--- src/rtl/core_pkg.sv ---
// Shared definitions for the 16-bit core: phase encodings, run state and
// reset-time defaults used by the sequencer and the memory interface.
package core_pkg;

  localparam logic [4:0] PH_P1 = 5'b00001;
  localparam logic [4:0] PH_P2 = 5'b00010;
  localparam logic [4:0] PH_P3 = 5'b00100;
  localparam logic [4:0] PH_P4 = 5'b01000;
  localparam logic [4:0] PH_P5 = 5'b10000;

  localparam logic [15:0] DEF_RESET_PC  = 16'h0000;
  // Fetch (P1) and memory (P4) are the phases that may wait on memory.
  localparam logic [4:0]  DEF_WAIT_MASK = PH_P1 | PH_P4;

  typedef enum logic {
    HALT = 1'b0,
    RUN  = 1'b1
  } run_state_t;

endpackage

--- src/rtl/phase_pc_sequencer_if.sv ---
// Bundle of control inputs and sequencer outputs for phase_pc_sequencer.
// The step signal exists only when SINGLE_STEP_EN is defined.
interface phase_pc_sequencer_if #(
  parameter int PHASES = 5
);
  import core_pkg::*;

  // Control inputs are level/pulse signals sampled on the rising clock edge;
  // there is no valid/ready handshake: every input is consumed every cycle.
  logic              start;
  logic              halt_inst;
  logic              mem_wait;
  logic              pc_src;
  logic [15:0]       jump;
`ifdef SINGLE_STEP_EN
  logic              step;
`endif
  logic [PHASES-1:0] phasecounter;
  logic [15:0]       pc;
  logic [15:0]       pc_plus_1;
  logic              running;
  logic              pc_we;
  logic              retired;
  run_state_t        dbg_state;

  modport master (
`ifdef SINGLE_STEP_EN
    output step,
`endif
    output start, halt_inst, mem_wait, pc_src, jump,
    input  phasecounter, pc, pc_plus_1, running, pc_we, retired, dbg_state
  );

  modport slave (
`ifdef SINGLE_STEP_EN
    input  step,
`endif
    input  start, halt_inst, mem_wait, pc_src, jump,
    output phasecounter, pc, pc_plus_1, running, pc_we, retired, dbg_state
  );

endinterface

--- src/rtl/phase_ring.sv ---
// One-hot phase rotator: advances one position per enabled cycle and
// synchronously resets to the first phase.
module phase_ring #(
  parameter int PHASES = 5
) (
  input  logic              clock,
  input  logic              reset,
  input  logic              advance,
  output logic [PHASES-1:0] phase
);

  localparam logic [PHASES-1:0] FIRST = {{(PHASES-1){1'b0}}, 1'b1};

  logic [PHASES-1:0] phase_q;
  logic [PHASES-1:0] phase_d;

  always_comb begin
    phase_d = phase_q;
    if (advance) begin
      phase_d = {phase_q[PHASES-2:0], phase_q[PHASES-1]};
    end
  end

  always_ff @(posedge clock) begin
    if (reset) begin
      phase_q <= FIRST;
    end else begin
      phase_q <= phase_d;
    end
  end

  assign phase = phase_q;

endmodule

--- src/rtl/phase_pc_sequencer.sv ---
// Multicycle instruction sequencer: one-hot phase generation, PC ownership
// and run/halt control. Define SINGLE_STEP_EN to add the step input.
module phase_pc_sequencer
  import core_pkg::*;
#(
  parameter int                PHASES    = 5,
  parameter logic [15:0]       RESET_PC  = DEF_RESET_PC,
  parameter logic [PHASES-1:0] WAIT_MASK = PHASES'(DEF_WAIT_MASK)
) (
  input  logic                  clock,
  input  logic                  reset,
  phase_pc_sequencer_if.slave   bus
);

  run_state_t        state_q, state_d;
  logic [15:0]       pc_q, pc_d;
  logic              pc_we_q, pc_we_d;
  logic              running_q, running_d;
  logic [PHASES-1:0] phase;
  logic              hold;
  logic              in_run;
  logic              advance;
  logic              end_instr;
  logic [15:0]       pc_inc;
`ifdef SINGLE_STEP_EN
  logic              budget_q, budget_d;
`endif

  assign in_run    = (state_q == RUN);
  assign hold      = (|(phase & WAIT_MASK)) & bus.mem_wait;
  assign advance   = in_run & ~hold;
  assign end_instr = advance & phase[PHASES-1];
  assign pc_inc    = pc_q + 16'd1;

  phase_ring #(.PHASES(PHASES)) u_phase_ring (
    .clock   (clock),
    .reset   (reset),
    .advance (advance),
    .phase   (phase)
  );

  always_comb begin
    state_d = state_q;
    pc_d    = pc_q;
    pc_we_d = 1'b0;
`ifdef SINGLE_STEP_EN
    budget_d = budget_q;
`endif
    case (state_q)
      HALT: begin
        if (bus.start) begin
          state_d = RUN;
`ifdef SINGLE_STEP_EN
          budget_d = 1'b0;
        end else if (bus.step) begin
          state_d  = RUN;
          budget_d = 1'b1;
`endif
        end
      end
      RUN: begin
        if (end_instr) begin
          pc_d    = bus.pc_src ? bus.jump : pc_inc;
          pc_we_d = 1'b1;
          // The HLT instruction still retires, so the PC moves past it.
`ifdef SINGLE_STEP_EN
          if (bus.halt_inst || budget_q) begin
            state_d  = HALT;
            budget_d = 1'b0;
          end
`else
          if (bus.halt_inst) begin
            state_d = HALT;
          end
`endif
        end
      end
      default: state_d = HALT;
    endcase
    running_d = (state_d == RUN);
  end

  always_ff @(posedge clock) begin
    if (reset) begin
      state_q   <= HALT;
      pc_q      <= RESET_PC;
      pc_we_q   <= 1'b0;
      running_q <= 1'b0;
`ifdef SINGLE_STEP_EN
      budget_q  <= 1'b0;
`endif
    end else begin
      state_q   <= state_d;
      pc_q      <= pc_d;
      pc_we_q   <= pc_we_d;
      running_q <= running_d;
`ifdef SINGLE_STEP_EN
      budget_q  <= budget_d;
`endif
    end
  end

  assign bus.phasecounter = phase;
  assign bus.pc           = pc_q;
  assign bus.pc_plus_1    = pc_inc;
  assign bus.running      = running_q;
  assign bus.pc_we        = pc_we_q;
  assign bus.retired      = pc_we_q;
  assign bus.dbg_state    = state_q;

endmodule

--- src/flat_wrapper.sv ---
// flat-port wrapper written by rule: the top's interface ports become plain ports
module phase_pc_sequencer_flat import core_pkg::*;
#(
  parameter int                PHASES    = 5,
  parameter logic [15:0]       RESET_PC  = DEF_RESET_PC,
  parameter logic [PHASES-1:0] WAIT_MASK = PHASES'(DEF_WAIT_MASK)
)
  (clock, reset, bus_start, bus_halt_inst, bus_mem_wait, bus_pc_src, bus_jump, bus_phasecounter, bus_pc, bus_pc_plus_1, bus_running, bus_pc_we, bus_retired, bus_dbg_state);
  phase_pc_sequencer_if #(.PHASES(PHASES)) bus_i ();
  input  logic clock;
  input  logic reset;
  input wire logic [$bits(bus_i.start)-1:0] bus_start;
  input wire logic [$bits(bus_i.halt_inst)-1:0] bus_halt_inst;
  input wire logic [$bits(bus_i.mem_wait)-1:0] bus_mem_wait;
  input wire logic [$bits(bus_i.pc_src)-1:0] bus_pc_src;
  input wire logic [$bits(bus_i.jump)-1:0] bus_jump;
  output wire logic [$bits(bus_i.phasecounter)-1:0] bus_phasecounter;
  output wire logic [$bits(bus_i.pc)-1:0] bus_pc;
  output wire logic [$bits(bus_i.pc_plus_1)-1:0] bus_pc_plus_1;
  output wire logic [$bits(bus_i.running)-1:0] bus_running;
  output wire logic [$bits(bus_i.pc_we)-1:0] bus_pc_we;
  output wire logic [$bits(bus_i.retired)-1:0] bus_retired;
  output wire logic [$bits(bus_i.dbg_state)-1:0] bus_dbg_state;
  assign bus_i.start = bus_start;
  assign bus_i.halt_inst = bus_halt_inst;
  assign bus_i.mem_wait = bus_mem_wait;
  assign bus_i.pc_src = bus_pc_src;
  assign bus_i.jump = bus_jump;
  assign bus_phasecounter = bus_i.phasecounter;
  assign bus_pc = bus_i.pc;
  assign bus_pc_plus_1 = bus_i.pc_plus_1;
  assign bus_running = bus_i.running;
  assign bus_pc_we = bus_i.pc_we;
  assign bus_retired = bus_i.retired;
  assign bus_dbg_state = bus_i.dbg_state;
  phase_pc_sequencer #(.PHASES(PHASES), .RESET_PC(RESET_PC), .WAIT_MASK(WAIT_MASK)) u_core (.clock(clock), .reset(reset), .bus(bus_i));
endmodule
--- config.mk ---
export PLATFORM = sky130hd
export DESIGN_NAME = phase_pc_sequencer_flat
export DESIGN_NICKNAME = d
export VERILOG_FILES = /design/src/rtl/core_pkg.sv /design/src/rtl/phase_pc_sequencer_if.sv /design/src/rtl/phase_ring.sv /design/src/rtl/phase_pc_sequencer.sv /design/src/flat_wrapper.sv
export SDC_FILE = /design/constraint.sdc
export NUM_CORES = 1
export LEC_CHECK = 0
export CORE_UTILIZATION = 42
export DETAILED_ROUTE_END_ITERATION = 6
export GPL_TIMING_DRIVEN = 0
export PLACE_DENSITY = 0.9
export SLEW_MARGIN = 20
export SYNTH_ARGS = -nofsm -noshare
export SYNTH_HDL_FRONTEND = slang
export SYNTH_SLANG_ARGS = --single-unit
--- constraint.sdc ---
create_clock -name clock -period 2 [get_ports clock]
set_input_delay 0.5 -clock clock [delete_from_list [all_inputs] [get_ports clock]]
set_output_delay 0.5 -clock clock [all_outputs]
set_load 0.005 [all_outputs]
Yosys cells after proc, flatten, opt, wreduce, memory -nomap -nowiden
Cells that the tools add are included.
{ "word_totals": {"reg_bits": 23, "input_bits": 22} }
{ "classes": {"addsub": 1, "n_mux": 6, "bitwise_logic": 5, "n_reduce_logical": 3} }
{ "op_table": {"columns": ["cell", "count"], "rows": [
  ["adder 16 x 1 -> 16 bit (second input constant)", 1],
  ["two-way mux 16 bit", 1],
  ["two-way mux 1 bit", 4],
  ["OR reduction 2 bit", 2],
  ["bitwise AND 1 bit", 3],
  ["inverter 1 bit", 2],
  ["case mux 1 bit (2 select lines)", 1],
  ["AND reduction 2 bit", 1]
]} }

Logic depth before layout (Yosys ltp)
Gate-level depths: netlist (run 1).
{ "depth": {"depth_word": 7, "depth_mapped": 7, "depth_no_buf": 5} }

By module
A second synthesis (run 1) with hierarchy kept.
{ "hier_totals": {"cells_unflattened": 194, "hier_area_um2": 1512.7} }
{ "modules_own_cells": {"columns": ["module", "n_inst", "cells_each", "area_each_um2", "seq_area_each_um2"], "rows": [
  ["phase_pc_sequencer", 1, 178, 1328.8, 360.3],
  ["phase_ring", 1, 16, 183.9, 100.1]
]} }

Least setup slack after synthesis (run 1)
No wires, ideal clock.
{ "synth_timing": {"path_type": "reg2out", "start": "register u_core.pc_q[0], in the netlist u_core.bus.pc[0]", "end": "output port bus_pc_plus_1[12]", "arrival_time_ps": 1493, "required_ps": 1500, "path_slack_ps": 7, "path_stages_with_launch": 5, "path_buffers": 0, "cell_sequence": "dfxtp_1 ha_1 nand3_2 or4_4 xnor2_1"} }
{ "synth_between": {"elab_chain_len": 1} }
{ "synth_rtl": {"columns": ["item", "line", "source"], "rows": [
  ["start: declaration", "phase_pc_sequencer.sv:16", "logic [15:0] pc_q, pc_d;"],
  ["start signal: assignment", "phase_pc_sequencer.sv:94", "pc_q <= pc_d;"],
  ["adder 16 x 1 -> 16 bit", "phase_pc_sequencer.sv:33", "assign pc_inc = pc_q + 16'd1;"],
  ["end: declaration", "flat_wrapper.sv:19", "output wire logic [$bits(bus_i.pc_plus_1)-1:0] bus_pc_plus_1;"]
]} }
No other way between the ends.

Worst setup path in the final report (run 1)
{ "layout_timing": {"start": "register u_core.pc_q[6], in the netlist u_core.bus.pc[6]", "end": "output port bus_pc_plus_1[10]"} }
The elaborated chain is that of the path after synthesis.

==> results of run 1 <==
==> how the worst max path moves through the flow <==
stage,startpoint,to,slack [ps],cells past startpoint
finish,u_core.bus.pc[6],bus_pc_plus_1[10],-290,6
CTS,u_core.bus.pc[1],bus_pc_plus_1[12],-260,5
global placement,u_core.bus.pc[0],bus_pc_plus_1[12],-600,5
global route,u_core.bus.pc[0],bus_pc_plus_1[8],-340,6
floorplan,u_core.bus.pc[0],bus_pc_plus_1[12],7,4
detailed placement,u_core.bus.pc[0],bus_pc_plus_1[12],-660,5
==> state kept, by name (all words and copies together), names as in the netlist <==
name                       cells
u_core.bus.pc_we               1
u_core.u_phase_ring.phase      5
u_core.bus.pc                 16
u_core.bus.dbg_state           1
==> stage by stage <==
stage	area [sq um]	power (mW)	setup TNS, ps
6_report	2670	0.8182	-2413
3_3_place_gp	2130	0.5941	-6189
5_1_grt	2670	0.8410	-2979
3_5_place_dp	2130	0.5945	-6822
4_1_cts	2582	0.7998	-1441
2_1_floorplan	1461	0.5288	0
==> where the power goes <==
group          switching [mW]  internal (mW)
clock                   0.160         0.0782
combinational          0.0560         0.0672
sequential            0.00463          0.452
total                   0.220          0.598
==> cell families (layout without fill, tap and decap cells) <==
logic type / Yosys count / count (layout)
AOI/OAI and AO/OA: 42 / 42
muxes: 6 / 6
xor gates and xnor gates: 12 / 12
and+or+nand+nor: 73 / 73
buffers and inverters: 22 / 125
adders and majority gates: 1 / 1
DFF: 23 / 23
==> final cells by class <==
type	count	area [sq um]	share of cell area
Buffer	14	100.1	0.03749
Clock buffer	4	26.28	0.009841
Inverter	6	22.52	0.008435
Multi-Input combinational cell	134	1054	0.3946
Sequential cell	23	496.7	0.1860
Tap cell	46	57.56	0.02156
Timing Repair Buffer	101	913.4	0.3421
==> layer usage <==
layer,GRT usage,routed length [um]
met1,0.3748,2437
met5,0,0
met3,0.04904,504
met4,0.1591,246
met2,0.5196,2854
==> worst max-delay path, cell delays in order (launching register included) <==
cell and delay (ps):
dfxtp_4 390, nand3_4 110, buf_8 150, buf_6 110, o31a_1 310, or2_4 260
buf_6 110
==> timing repair <==
item / in CTS / in global routing
gates resized for setup: 109 / 13
hold buffers: 0 / 0
endpoints found under the setup margin: 15 / 14
buffers inserted: 32 / 8
pin swaps: 24 / 11
==> cells in the final DEF (no fill, tap or decap), drive strengths merged, types with 4 or more instances in the layout <==
| cell type | instances |
|---|---|
| o21ai | 4 |
| xnor2 | 5 |
| clkdlybuf4s50 | 46 |
| nand2 | 20 |
| a21oi | 8 |
| nor4 | 8 |
| inv | 6 |
| dfxtp | 23 |
| nand3 | 11 |
| xor2 | 7 |
| buf | 59 |
| clkbuf | 11 |
| o22ai | 6 |
| mux2i | 6 |
| o2bb2ai | 5 |
| nor2 | 9 |
| nor3 | 7 |
| a31oi | 4 |
==> results.sh, run 1 <==
export IMPL_run_status="complete, but fails checks"
export IMPL_violations="setup timing"
export IMPL_whs_ps=491.8
export IMPL_grt_pass1_vias=1750
export IMPL_core_area_sq_mm=0.003337
export IMPL_synth_common_cells="dfxtp_1, nand2_1, nand3_1, nor2_1, a21oi_1"
export IMPL_ff2ff_setup_slack_ps=120
export IMPL_synthesis_area_sq_mm=0.001461
export IMPL_start_util=0.4379
export IMPL_pre_cts_slack_ps=-655.8
export IMPL_min_delay_start="u_core.u_phase_ring.phase[2]"
export IMPL_synth_compound_area_share=0.2038
export IMPL_layout_cells_non_filler=328
export IMPL_dpl_cell_count=286
export IMPL_power_leakage_nw=1.146
export IMPL_synth_warnings=0
export IMPL_worst_slew_pin_slew_ps=932.6
export IMPL_cts_tree="yes"
export IMPL_synth_xor_area_share=0.07192
export IMPL_drcViolationCount=0
export IMPL_fin_skew_ps=14.62
export IMPL_crit_required_ps=1500
export IMPL_post_route_period_util=1.143
export IMPL_hp_class="register to register"
export IMPL_nets=306
export IMPL_nFillCells=217
export IMPL_synthSimpleGateAreaFrac=0.2911
export IMPL_finalWorstSetupSlack_ps=-286.4
export IMPL_htree_levels=1
export IMPL_insertion_delay_ps=330
export IMPL_ant_nets=0
export IMPL_antenna_found_initial=0
export IMPL_critPathCaptureType="primary output"
export IMPL_io_pins=63
export IMPL_hold_end="u_core.u_phase_ring.phase[2]"
export IMPL_drt_iter0_markers=190
export IMPL_vias_per_cell=6.006
export IMPL_grt_max_degree=13
export IMPL_area_growth_pct=82.71
export IMPL_synth_top_family_by_area="simple AND/OR/NAND/NOR gates"
export IMPL_finalHoldViolCount=0
export IMPL_grt_ovfl_total=0
export IMPL_synthTopCellsByArea="dfxtp_1, nand2_1, xor2_1, mux2i_1, nand3_1"
export IMPL_io_buffer_count=61
export IMPL_synth_adder_area_share=0.008562
export IMPL_die_y_um=60.99
export IMPL_cts_root_buffer="clkbuf_4"
export IMPL_max_clock_freq_mhz=437.4
export IMPL_avgRoutedWirePerCell_um=18.42
export IMPL_critPathMaxFanout=4
export IMPL_synthArstFlopShare=0
export IMPL_worstHoldPathCells=2
export IMPL_place_congestion=0.8360
export IMPL_die_x_um=60.99
export IMPL_yosysTopAreaCell="dfxtp_1"
export IMPL_ys_types=50
export IMPL_synth_seq_area_share=0.3151
export IMPL_finalSetupViolations=12
export IMPL_power_density_mw_per_mm2=306.4
export IMPL_slew_violations=0
export IMPL_dieArea_sq_mm=0.003719
export IMPL_cp_arrival_ps=1790
export IMPL_path_clk_slew_ps=150
export IMPL_clock_sinks=23
export IMPL_synth_ff_type="dfxtp_1"
export IMPL_antenna_cells=0
export IMPL_synth_nets=202
export IMPL_rows=21
export IMPL_slew_headroom=0.3753
export IMPL_hpwl_um=2998
export IMPL_synthMuxAreaShare=0.04110
export IMPL_grt_util_all_layers=0.3069
export IMPL_synth_seq_cells=23
export IMPL_r2r_end="u_core.bus.pc[8]"
export IMPL_fin_util=0.8002
export IMPL_synth_top_area_share=0.3151
export IMPL_drive_above_1_share=0.3582
export IMPL_drtPass1Iterations=6
export IMPL_finalWirelength_um=6043
export IMPL_grt_pass1_wl_um=8314
export IMPL_clock_path_buffers=2
export IMPL_avgSynthCellArea_sq_um=8.164
export IMPL_maxCapViolCount=0
export IMPL_rsz0062_at_grt="yes"
export IMPL_vias=1970
export IMPL_synth_enable_flop_cells=0
export IMPL_tritoncts_num_buffers=3
export IMPL_synthCells=179
export IMPL_criticalPathCategory="register to primary output"
export IMPL_startpoint_type="register"
export IMPL_reg2regPathDepth=4
export IMPL_min_period_ps=2286
export IMPL_synth_most_common_cell="dfxtp_1"
export IMPL_vdd_ir_drop_max_v=0.0002587
export IMPL_r2r_start="u_core.u_phase_ring.phase[0]"
(Power assumes the default switching activity.)
==> run 2: changes to the inputs <==
Settings changed: MAX_ROUTING_LAYER set to met4.
==> results.sh, run 2 (synthesized netlist as in run 1, its figures left out) <==
export IMPL_run_status="complete, but fails checks"
export IMPL_violations="setup timing"
export IMPL_grt_ovfl_total=0
export IMPL_drcViolationCount=0
export IMPL_place_area_sq_mm=0.002130
export IMPL_cts_hold_buffers_added=0
export IMPL_ff2ff_setup_slack_ps=120
export IMPL_regArea_sq_um=496.7
export IMPL_hold_end="u_core.u_phase_ring.phase[2]"
export IMPL_grt_max_degree=13
export IMPL_io_buffer_count=61
export IMPL_startpoint_type="register"
export IMPL_critPathCaptureType="primary output"
export IMPL_path_clk_slew_ps=140
export IMPL_antenna_cells=0
export IMPL_finalSetupViolations=12
export IMPL_nets=306
export IMPL_insertion_delay_ps=330
export IMPL_worstHoldPathCells=2
export IMPL_final_cell_mix="clkdlybuf4s50_1, buf_4, nand2_1, buf_6"
export IMPL_finalWorstSetupSlack_ps=-277.8
export IMPL_fin_skew_ps=9.650
export IMPL_setup_worst_path_start="u_core.bus.pc[0]"
export IMPL_largest_reg_flops=16
export IMPL_avgRoutedWirePerCell_um=18.26
export IMPL_slew_violations=0
export IMPL_power_density_mw_per_mm2=304.7
export IMPL_die_x_um=60.99
export IMPL_vias_per_cell=5.963
export IMPL_r2r_end="u_core.bus.pc[8]"
export IMPL_cts_tree="yes"
export IMPL_dieArea_sq_mm=0.003719
export IMPL_maxCapViolCount=0
export IMPL_area_growth_pct=82.71
export IMPL_worst_slew_pin_slew_ps=911.4
export IMPL_sw_frac_of_total=0.2653
export IMPL_path_buf_inv=2
export IMPL_ant_nets=0
export IMPL_grt_pass1_wl_um=8314
export IMPL_rows=21
export IMPL_crit_required_ps=1500
export IMPL_clockPowerShare=0.287
export IMPL_cts_root_buffer="clkbuf_4"
export IMPL_crit_family="simple AND/OR/NAND/NOR gates"
export IMPL_hp_class="register to register"
export IMPL_antenna_found_initial=0
export IMPL_power_switching_mw=0.2159
export IMPL_core_area_sq_mm=0.003337
export IMPL_drive_above_1_share=0.3582
export IMPL_grt_util_all_layers=0.3167
export IMPL_design_area_sq_mm=0.002670
export IMPL_rsz0062_at_grt="yes"
export IMPL_clock_sinks=23
export IMPL_place_congestion=0.8489
export IMPL_layout_commonest_cell="clkdlybuf4s50_1"
export IMPL_power_leakage_nw=1.146
export IMPL_io_pins=63
export IMPL_start_util=0.4379
export IMPL_vdd_ir_drop_max_v=0.0002585
export IMPL_min_period_ps=2278
export IMPL_cp_arrival_ps=1780
export IMPL_die_y_um=60.99
export IMPL_critical_path_max_stage_delay_ps=390
export IMPL_hpwl_um=2998
export IMPL_total_power_mw=0.8137
export IMPL_htree_levels=1
export IMPL_clock_path_buffers=2
export IMPL_vias=1956
export IMPL_critPathMaxFanout=6
export IMPL_finalWirelength_um=5988
export IMPL_slew_headroom=0.3896
export IMPL_combPwrFrac=0.151
export IMPL_slowest_stage="dfxtp_4"
export IMPL_finalHoldViolCount=0
export IMPL_p_int_mw=0.5978
export IMPL_crit_chain="ha_4, nand3_4, buf_4, or3_4, xnor2_2, buf_2"
export IMPL_grt_pass1_vias=1751
export IMPL_criticalPathCategory="register to primary output"
export IMPL_r2r_start="u_core.u_phase_ring.phase[0]"
export IMPL_nFillCells=217
export IMPL_multi_input_area_sq_mm=0.001054
export IMPL_drt_iter0_markers=184
export IMPL_drtPass1Iterations=5
export IMPL_min_delay_start="u_core.u_phase_ring.phase[2]"
export IMPL_post_route_period_util=1.139
export IMPL_max_clock_freq_mhz=439.0
export IMPL_seq_power_share=0.562
export IMPL_tritoncts_num_buffers=3
export IMPL_reg2regPathDepth=4
## run 2: cell counts in the layout (fill, tap and decap cells not counted)
No cell type changed its count.
## run 2: metrics by stage
| step | setup slack [ps] | setup TNS [ps] | util | hold WS [ps] | std cells |
|---|---|---|---|---|---|
| 3_3_place_gp | -602.8 | -6189 | 0.6382 | 462.5 | 286 |
| 3_5_place_dp | -655.8 | -6822 | 0.6382 | 477.4 | 286 |
| 6_report | -277.8 | -2318 | 0.8002 | 492.1 | 328 |
| 2_1_floorplan | 6.800 | 0 | - | 465.7 | 179 |
| 4_1_cts | -255.8 | -1441 | 0.7739 | 496.4 | 321 |
| 5_1_grt | -339.4 | -2980 | 0.8002 | 517.7 | 328 |
## run 2: area by class of cell
cell class                      count  area share
Multi-Input combinational cell    134      0.3946
Timing Repair Buffer              101      0.3421
Sequential cell                    23      0.1860
Buffer                             14     0.03749
Tap cell                           46     0.02156
Clock buffer                        4    0.009841
Inverter                            6    0.008435
## run 2: layer usage
metal / global-route usage / up-vias / routed length, um
met5: - / - / 0
met4: 0.1623 / 0 / 251
met3: 0.04051 / 42 / 460
met2: 0.5181 / 138 / 2900
met1: 0.3800 / 909 / 2375
li1: - / 867 / -
## run 2: worst max-delay path by stage
| stage | depth (start not counted) | end | slack (ps) |
|---|---|---|---|
| 2_1_floorplan | 4 | bus_pc_plus_1[12] | 7 |
| 3_3_place_gp | 5 | bus_pc_plus_1[12] | -600 |
| 3_5_place_dp | 5 | bus_pc_plus_1[12] | -660 |
| 4_1_cts | 5 | bus_pc_plus_1[12] | -260 |
| 5_1_grt | 6 | bus_pc_plus_1[8] | -340 |
| 6_report | 6 | bus_pc_plus_1[8] | -280 |
## run 2: power groups by stage
stage | registers (mW) | clock network [mW] | logic [mW]
3_3_place_gp | 0.478 | 0 | 0.116
6_report | 0.457 | 0.234 | 0.123
5_1_grt | 0.458 | 0.255 | 0.130
4_1_cts | 0.461 | 0.222 | 0.117
3_5_place_dp | 0.478 | 0 | 0.117
2_1_floorplan | 0.478 | 0 | 0.0508
## run 2: worst register-to-register path, cell delays in order (launching register included)
cell and delay (ps):
dfxtp_1 370, o21ai_0 460, a31oi_1 430, a32o_1 340, a31o_2 200
## run 2: what timing repair did
| action | CTS | global route |
|---|---|---|
| resized for setup | 109 | 13 |
| setup buffers | 32 | 8 |
| endpoints found under the setup margin | 15 | 14 |
| pin swaps | 24 | 11 |
